<file path="src/rtl/mux_sched_pkg.sv">
// Shared definitions for the round-robin mux scheduler slice.
//   - sched_state_t : scheduler FSM states
//   - idx_width()   : requester index width for a given requester count
//   - cnt_width()   : burst beat counter width for a given burst limit
//   - *_DEF         : default parameter values used across the slice
package mux_sched_pkg;

  localparam int unsigned NR_REQ_DEF    = 4;
  localparam int unsigned DATA_LEN_DEF  = 2;
  localparam int unsigned MAX_BURST_DEF = 4;

  typedef enum logic [0:0] {
    S_IDLE  = 1'b0,
    S_GRANT = 1'b1
  } sched_state_t;

  function automatic int unsigned idx_width(input int unsigned n);
    return (n > 1) ? $clog2(n) : 1;
  endfunction

  function automatic int unsigned cnt_width(input int unsigned b);
    return $clog2(b + 1);
  endfunction

  localparam int unsigned IDX_W_DEF = idx_width(NR_REQ_DEF);
  localparam int unsigned CNT_W_DEF = cnt_width(MAX_BURST_DEF);

endpackage

</file>
<file path="src/rtl/MuxKey.sv">
// Keyed multiplexer library cell.
//   key : select key
//   lut : NR_KEY packed {key, data} pairs, pair i at [i*(KEY_LEN+DATA_LEN) +: KEY_LEN+DATA_LEN]
//   out : data of the matching pair, zero when no key matches
module MuxKey #(
  parameter int unsigned NR_KEY   = 2,
  parameter int unsigned KEY_LEN  = 1,
  parameter int unsigned DATA_LEN = 1
) (
  output logic [DATA_LEN-1:0]                  out,
  input  logic [KEY_LEN-1:0]                   key,
  input  logic [NR_KEY*(KEY_LEN+DATA_LEN)-1:0] lut
);

  localparam int unsigned PAIR_W = KEY_LEN + DATA_LEN;

  always_comb begin
    out = '0;
    for (int unsigned i = 0; i < NR_KEY; i++) begin
      if (lut[i*PAIR_W+DATA_LEN +: KEY_LEN] == key) begin
        out = lut[i*PAIR_W +: DATA_LEN];
      end
    end
  end

endmodule

</file>
<file path="src/rtl/mux_rr_sched_rr_pick.sv">
// Combinational round-robin picker.
//   req  : request vector
//   last : most recently served index (lowest priority)
//   any  : at least one request is set
//   idx  : first set request scanning last+1, last+2, ... modulo NR_REQ
module rr_pick
  import mux_sched_pkg::*;
#(
  parameter int unsigned NR_REQ = NR_REQ_DEF
) (
  input  logic [NR_REQ-1:0]              req,
  input  logic [idx_width(NR_REQ)-1:0]   last,
  output logic                           any,
  output logic [idx_width(NR_REQ)-1:0]   idx
);

  localparam int unsigned IDX_W = idx_width(NR_REQ);

  logic [2*NR_REQ-1:0] dbl;
  logic [NR_REQ-1:0]   rot;
  logic [IDX_W-1:0]    base;
  logic [IDX_W-1:0]    off;
  logic                found;

  // Rotate so that last+1 lands at bit 0, priority-encode from bit 0, then
  // add the rotation back; NR_REQ is a power of two so the add wraps cleanly.
  always_comb begin
    base  = last + IDX_W'(1);
    dbl   = {req, req};
    rot   = dbl[base +: NR_REQ];
    off   = '0;
    found = 1'b0;
    for (int unsigned j = 0; j < NR_REQ; j++) begin
      if (rot[j] && !found) begin
        off   = IDX_W'(j);
        found = 1'b1;
      end
    end
    any = found;
    idx = base + off;
  end

endmodule

</file>
<file path="src/rtl/mux_rr_sched.sv">
// Round-robin scheduler sharing one registered keyed-mux output among
// NR_REQ valid/ready requesters, granting bursts of up to MAX_BURST beats.
//   clk, rst  : clock, synchronous active-high reset
//   req_valid : per-requester beat available
//   req_data  : per-requester payload, requester i at [DATA_LEN*i +: DATA_LEN]
//   req_ready : one-hot (or zero) acceptance for the current grantee
//   out_valid : output register holds a beat
//   out_data  : beat payload
//   out_sel   : requester index that produced out_data
//   out_ready : consumer accepts the beat when out_valid && out_ready
module mux_rr_sched
  import mux_sched_pkg::*;
#(
  parameter int unsigned NR_REQ    = NR_REQ_DEF,
  parameter int unsigned DATA_LEN  = DATA_LEN_DEF,
  parameter int unsigned MAX_BURST = MAX_BURST_DEF
) (
  input  logic                           clk,
  input  logic                           rst,
  input  logic [NR_REQ-1:0]              req_valid,
  input  logic [NR_REQ*DATA_LEN-1:0]     req_data,
  output logic [NR_REQ-1:0]              req_ready,
  output logic                           out_valid,
  output logic [DATA_LEN-1:0]            out_data,
  output logic [idx_width(NR_REQ)-1:0]   out_sel,
  input  logic                           out_ready
);

  localparam int unsigned IDX_W  = idx_width(NR_REQ);
  localparam int unsigned CNT_W  = cnt_width(MAX_BURST);
  localparam int unsigned PAIR_W = IDX_W + DATA_LEN;

  localparam logic [CNT_W-1:0] LAST_BEAT = CNT_W'(MAX_BURST - 1);
  localparam logic [IDX_W-1:0] LAST_INIT = IDX_W'(NR_REQ - 1);

  sched_state_t               state;
  logic [IDX_W-1:0]           sel;
  logic [IDX_W-1:0]           last;
  logic [CNT_W-1:0]           beat_cnt;

  logic                       pick_any;
  logic [IDX_W-1:0]           pick_idx;
  logic [DATA_LEN-1:0]        sel_data;
  logic [NR_REQ*PAIR_W-1:0]   lut;

  logic                       sel_valid;
  logic                       can_accept;
  logic                       xfer;
  logic                       rel;

  rr_pick #(
    .NR_REQ (NR_REQ)
  ) u_pick (
    .req  (req_valid),
    .last (last),
    .any  (pick_any),
    .idx  (pick_idx)
  );

  always_comb begin
    lut = '0;
    for (int unsigned i = 0; i < NR_REQ; i++) begin
      lut[i*PAIR_W +: PAIR_W] = {IDX_W'(i), req_data[i*DATA_LEN +: DATA_LEN]};
    end
  end

  MuxKey #(
    .NR_KEY   (NR_REQ),
    .KEY_LEN  (IDX_W),
    .DATA_LEN (DATA_LEN)
  ) u_mux (
    .out (sel_data),
    .key (sel),
    .lut (lut)
  );

  // No skid buffer: the grantee may push only when the output register is
  // empty or being drained this cycle.
  always_comb begin
    sel_valid  = req_valid[sel];
    can_accept = !out_valid || out_ready;
    req_ready  = '0;
    if (state == S_GRANT) begin
      req_ready[sel] = can_accept;
    end
    xfer = (state == S_GRANT) && sel_valid && can_accept;
    rel  = (state == S_GRANT) && (!sel_valid || (xfer && (beat_cnt == LAST_BEAT)));
  end

  always_ff @(posedge clk) begin
    if (rst) begin
      state     <= S_IDLE;
      sel       <= '0;
      last      <= LAST_INIT;
      beat_cnt  <= '0;
      out_valid <= 1'b0;
      out_data  <= '0;
      out_sel   <= '0;
    end else begin
      unique case (state)
        S_IDLE: begin
          if (pick_any) begin
            sel      <= pick_idx;
            beat_cnt <= '0;
            state    <= S_GRANT;
          end
        end
        S_GRANT: begin
          if (xfer) begin
            beat_cnt <= beat_cnt + CNT_W'(1);
          end
          if (rel) begin
            last  <= sel;
            state <= S_IDLE;
          end
        end
        default: state <= S_IDLE;
      endcase

      if (xfer) begin
        out_valid <= 1'b1;
        out_data  <= sel_data;
        out_sel   <= sel;
      end else if (out_ready) begin
        out_valid <= 1'b0;
      end
    end
  end

endmodule

</file>
<file path="config.mk">
export PLATFORM = sky130hd
export DESIGN_NAME = mux_rr_sched
export DESIGN_NICKNAME = d
export VERILOG_FILES = /design/src/rtl/mux_sched_pkg.sv /design/src/rtl/MuxKey.sv /design/src/rtl/mux_rr_sched_rr_pick.sv /design/src/rtl/mux_rr_sched.sv
export SDC_FILE = /design/constraint.sdc
export NUM_CORES = 1
export LEC_CHECK = 0
export BUFFER_PORTS_ARGS = -buffer_cell sky130_fd_sc_hd__buf_4
export CELL_PAD_IN_SITES_DETAIL_PLACEMENT = 0
export CELL_PAD_IN_SITES_GLOBAL_PLACEMENT = 1
export CORE_MARGIN = 8
export CORE_UTILIZATION = 37
export CTS_BUF_LIST = sky130_fd_sc_hd__clkbuf_16
export CTS_CLUSTER_SIZE = 12
export DETAILED_ROUTE_END_ITERATION = 8
export PLACE_DENSITY_LB_ADDON = 0.25
export SYNTH_ARGS = -nofsm -noshare
export SYNTH_HDL_FRONTEND = slang
export SYNTH_SLANG_ARGS = --single-unit
</file>
<file path="constraint.sdc">
create_clock -name clk -period 2 [get_ports clk]
set_input_delay 0.1 -clock clk [delete_from_list [all_inputs] [get_ports clk]]
set_output_delay 0.1 -clock clk [all_outputs]
set_load 0.01 [all_outputs]
</file>
==> results of run 1 <==
[sequential cells by signal, summed over array words and instances (netlist names)]
| signal | cells |
|---|---|
| beat_cnt | 3 |
| last | 2 |
| out_data | 2 |
| out_sel | 2 |
| out_valid | 1 |
| sel | 2 |
| state | 1 |
[cells in the mapped netlist]
cell type and n:
a211o_1 1, a21o_1 1, a21oi_1 4, a221oi_1 1, a31oi_1 1, a32oi_1 1, and2_1 1, and3_2 1
buf_2 4, buf_6 1, clkbuf_1 1, dfxtp_1 13, ha_1 3, inv_1 4, mux2i_1 5, mux4_1 2
mux4_2 1, nand2_1 5, nand2b_1 2, nand3_1 4, nand3_2 1, nand3b_1 2, nor2_1 18, nor3_1 3
nor3b_1 2, nor4_1 1, o211ai_1 1, o21a_1 1, o21ai_0 1, o22ai_1 1, o2bb2ai_4 1, o311ai_0 1
o32ai_1 2, or2_2 2, xnor2_1 1, xor2_1 1
[worst reg2reg max path: cells and delay by family (launching register included)]
| family | cells | cell delay (ns) |
|---|---|---|
| compound gates | 3 | 0.56 |
| flops | 1 | 0.38 |
| fa+ha+maj | 1 | 0.15 |
| simple gates | 2 | 0.21 |
| xor+xnor | 2 | 0.32 |
[logic make-up after synthesis]
group / count (synthesis) / synth area share, %
AND/OR/NAND/NOR: 42 / 24.66
XOR/XNOR: 2 / 2.093
adder cells (fa/ha/maj): 3 / 4.485
AO/OA/AOI/OAI: 17 / 16.74
buffers and inverters: 10 / 5.978
multiplexers: 8 / 14.95
flip-flops: 13 / 31.09
[routing by layer]
| metal | GRT usage (%) | vias to the layer above | routed length (µm) |
|---|---|---|---|
| met2 | 17.11 | 7 | 1031 |
| li1 | - | 389 | - |
| met4 | 5.850 | 0 | 14 |
| met1 | 10.80 | 356 | 847 |
| met5 | 0 | - | 0 |
| met3 | 2.120 | 2 | 54 |
[cell type report]
class / instances / area, µm²
fill: 227 / 1066
multi-input combinational: 72 / 526.8
sequential: 13 / 260.3
timing repair buffer: 25 / 187.7
clock buffer: 3 / 75.07
tap: 28 / 35.03
inverter: 4 / 15.01
clock inverter: 1 / 3.754
[per-stage QoR]
step / setup slack [ns] / instances / total power [mW] / hold slack, ns
2_1_floorplan: 0.3245 / 95 / 0.5283 / 0.1944
3_3_place_gp: 0.3287 / 142 / 0.6116 / 0.3904
3_5_place_dp: 0.2419 / 142 / 0.6173 / 0.3878
4_1_cts: 0.2345 / 146 / 0.9881 / 0.1383
5_1_grt: 0.008171 / 146 / 1.033 / 0.1453
6_report: 0.2667 / 146 / 0.9697 / 0.1458
[path summary, 6_finish.rpt]
check                   start           to  cells past startpoint
hold / removal            rst  beat_cnt[1]                      2
setup reg to reg      last[0]       sel[1]                      8
setup / recovery      last[0]       sel[1]                      8
hold reg to reg   beat_cnt[1]  beat_cnt[1]                      2
[power groups by stage]
stage                     Clock, mW  Combinational [mW]  Sequential (mW)
final                         0.362               0.287            0.321
after global routing          0.390               0.317            0.326
after CTS                     0.375               0.292            0.322
after detailed placement          0               0.290            0.327
after global placement            0               0.288            0.324
after floorplan                   0               0.214            0.315
==> flow_metrics.tcl, run 1 <==
set metrics [dict create \
    status "completed" \
    synth-seq-cells 13 \
    clkPwrFrac_pct 37.3 \
    worstMarginPinSlew_ns 0.2704 \
    avgSynthCellArea_um2 8.811 \
    clk_pin_slew_worst_paths_ns 0.04 \
    drt-total-wl_um 1948 \
    cts_resized 0 \
    yosys_warnings 0 \
    fmaxAchievable_mhz 576.9 \
    port_buffers 23 \
    final_common_cell "buf_4" \
    ant_nets 0 \
    setup_viol 0 \
    grt_pass1_vias 749 \
    cp_num_buf_inv 0 \
    cp.required_ns 2.11 \
    cp-start-kind "flop" \
    p_sw_uw 268.9 \
    end_kind "flop" \
    p_int_uw 700.8 \
    core_um2 2170 \
    path_max_fanout 10 \
    holdCritPathClass "in2reg" \
    worst_clock_skew_ns 0.002497 \
    min_period_ns 1.733 \
    syn-num-nets 113 \
    synthTopCellsByArea "dfxtp_1, nor2_1, mux4_1, mux2i_1, ha_1" \
    cts_buffer_depth 2 \
    finalMaxSlewViolations 0 \
    post-cts-setup-buffer-count 0 \
    wl_per_cell_um 13.34 \
    yosysTopAreaCellShare_pct 31.09 \
    switching_share_pct 27.73 \
    drv_cap 0 \
    finalWeightedCongestion 0.8448 \
    r2r_slack_ns 0.27 \
    grt_first_pass_wirelength_um 3291 \
    final_layout_size_suffix_gt1_share_pct 28.81 \
    fin_util_pct 50.87 \
    dp_hpwl_um 1546 \
    synthCells 95 \
    dpl_cell_area_um2 1025 \
    cts_htree_levels 1 \
    p_leak_nw 0.4968 \
    grt_setup_unrepaired "false" \
    finalHoldViolations 0 \
    critPathMaxStageDelay_ns 0.38 \
    grt_antenna_before_repair 0 \
    clkSinkCount 13 \
    drc_errors 0 \
    powerDensity_nw_per_um2 878.7 \
    die_y_um 63.57 \
    vdd_drop_max_mv 0.3699 \
    drtIter0Drc 23 \
    combinationalPowerShare_pct 29.6 \
    syn2layout_area_growth_pct 31.84 \
    fp.dieW_um 63.57 \
    row_count 17 \
    initial_core_util_pct 38.58 \
    netlist_area_um2 837.1 \
    design_area_um2 1104 \
    dieArea_um2 4041 \
    viasPerCell 5.164 \
    grt_use_total_pct 9.903 \
    cts_root_buffer "clkbuf_16" \
    crit_type "reg2reg" \
    clk_latency_ns 0.24 \
    sequentialPowerShare_pct 33.1 \
    crit_slowest_cell "dfxtp_1" \
    cp.arrival_ns 1.85 \
    grt_max_degree 16 \
    seq_area_frac_synth_pct 31.09 \
    layout_common_cells "buf_4, nor2_1, dfxtp_1" \
    synth.distinct_cells 36 \
    drtPass1Iterations 4 \
    relSlewSlack_pct 81.74 \
    worstPathCellList "o311ai_0 -> o21ai_0 -> nand2_1 -> ha_1 -> xor2_1 -> xnor2_1 -> nand3b_1 -> o211ai_1" \
    final_net_count 137 \
    vias 754 \
    cp_top_family "compound AO/OA/AOI/OAI gates" \
    ios 24 \
    cts_tree "done" \
    cts_inserted_buffers 3 \
    antenna_cells 0 \
    fin_crit_sh_pct 86.66 \
    setup_tns_ns 0 \
    hold_buffers 0 \
    grt-ovfl-total 0 \
    yosys.area.top_type "dfxtp_1" \
]
Power figures use the tool's default switching activity.
==> run 2, diff against run 1 <==
--- a/config.mk
+++ b/config.mk
@@ -13,6 +13,7 @@
 export CTS_BUF_LIST = sky130_fd_sc_hd__clkbuf_16
 export CTS_CLUSTER_SIZE = 12
 export DETAILED_ROUTE_END_ITERATION = 8
+export MAX_ROUTING_LAYER = met4
 export PLACE_DENSITY_LB_ADDON = 0.25
 export SYNTH_ARGS = -nofsm -noshare
 export SYNTH_HDL_FRONTEND = slang
==> run 2 against run 1 <==
- count of clock-buffer cells in the layout unchanged
- largest power group unchanged
- die area unchanged
- total power is essentially flat
- hold slack about the same
- critical endpoint unchanged
- critical path type unchanged
==> flow_metrics.tcl, run 2 (synthesis results as in run 1) <==
set metrics [dict create \
    powerDensity_nw_per_um2 878.8 \
    setup_viol 0 \
    grt_antenna_before_repair 0 \
    worstMarginPinSlew_ns 0.2704 \
    final_layout_size_suffix_gt1_share_pct 28.81 \
    clkSinkCount 13 \
    worst_clock_skew_ns 0.002470 \
    core_um2 2170 \
    viasPerCell 5.164 \
    finalWeightedCongestion 0.8580 \
    layout_common_cells "buf_4, nor2_1, dfxtp_1" \
    vdd_drop_max_mv 0.3699 \
    row_count 17 \
    drtIter0Drc 26 \
    drv_cap 0 \
    grt_max_degree 16 \
    final_common_cell "buf_4" \
    regMostFlops "beat_cnt" \
    dp_hpwl_um 1546 \
    syn2layout_area_growth_pct 31.84 \
    end_kind "flop" \
    port_buffers 23 \
    post-cts-setup-buffer-count 0 \
    drt-total-wl_um 1957 \
    cp-start-kind "flop" \
    crit_type "reg2reg" \
    hold_buffers 0 \
    cts_tree "done" \
    fin_util_pct 50.87 \
    die_y_um 63.57 \
    grt_use_total_pct 10.17 \
    grt_first_pass_wirelength_um 3291 \
    place_inst 142 \
    fin_crit_sh_pct 86.66 \
    clk_pin_slew_worst_paths_ns 0.04 \
    dieArea_um2 4041 \
    grt_setup_unrepaired "false" \
    grt_pass1_vias 748 \
    p_leak_nw 0.4968 \
    cp.arrival_ns 1.85 \
    final_net_count 137 \
    initial_core_util_pct 38.58 \
    cts_htree_levels 1 \
    drc_errors 0 \
    cts_root_buffer "clkbuf_16" \
    holdCritPathClass "in2reg" \
    layout.cells.non_filler 146 \
    vias 754 \
    cp.required_ns 2.11 \
    relSlewSlack_pct 81.74 \
    drtPass1Iterations 4 \
    wl_per_cell_um 13.40 \
    grt-ovfl-total 0 \
    status "completed" \
    setup_tns_ns 0 \
    cts_buffer_depth 2 \
    path_max_fanout 10 \
    ant_nets 0 \
    power_uw 969.8 \
    cts_inserted_buffers 3 \
    finalMaxSlewViolations 0 \
    fmaxAchievable_mhz 576.9 \
    antenna_cells 0 \
    min_period_ns 1.733 \
    cts_resized 0 \
    finalHoldViolations 0 \
    fp.dieW_um 63.57 \
    clk_latency_ns 0.24 \
    largest_reg_flops 3 \
    nFillCells 227 \
    ios 24 \
    whs_ns 0.1457 \
]
## run 2: routing by layer
layer,wire [µm],vias up,GRT usage (%)
met5,0,-,-
met4,17,0,5.850
met3,52,2,1.943
met2,1033,7,17.11
met1,853,356,10.90
li1,-,389,-
## run 2: path summary, 6_finish.rpt
| path | slack [ns] | from | end | cells after the start |
|---|---|---|---|---|
| setup / recovery | 0.27 | last[0] | sel[1] | 8 |
| hold / removal | 0.15 | rst | beat_cnt[1] | 2 |
| setup reg to reg | 0.27 | last[0] | sel[1] | 8 |
| hold reg to reg | 0.47 | beat_cnt[1] | beat_cnt[1] | 2 |
## run 2: through the flow
stage / setup WS (ns) / cell area, µm²
2_1_floorplan: 0.3245 / 837.1
3_3_place_gp: 0.3287 / 1025
3_5_place_dp: 0.2419 / 1025
4_1_cts: 0.2345 / 1104
5_1_grt: 0.008171 / 1104
6_report: 0.2667 / 1104
## run 2: worst max-delay path: stages (launching register included)
cell,delay [ns]
dfxtp_1,0.38
o311ai_0,0.33
o21ai_0,0.14
nand2_1,0.08
ha_1,0.15
xor2_1,0.17
xnor2_1,0.15
nand3b_1,0.13
o211ai_1,0.08
## run 2: report_power, final
part | switching (mW) | total [mW] | internal (mW)
clock network | 0.0993 | 0.362 | 0.263
logic | 0.140 | 0.287 | 0.147
registers | 0.0301 | 0.321 | 0.291
## run 2: cell type report
cell class              instances  area (µm²)  share of cell area (%)
repair buffers                 25       187.7                   17.01
clock buffers                   3       75.07                   6.803
well taps                      28       35.03                   3.175
multi-input cells              72       526.8                   47.73
clock inverters                 1       3.754                  0.3401
flip-flops and latches         13       260.3                   23.58
inverters                       4       15.01                   1.361
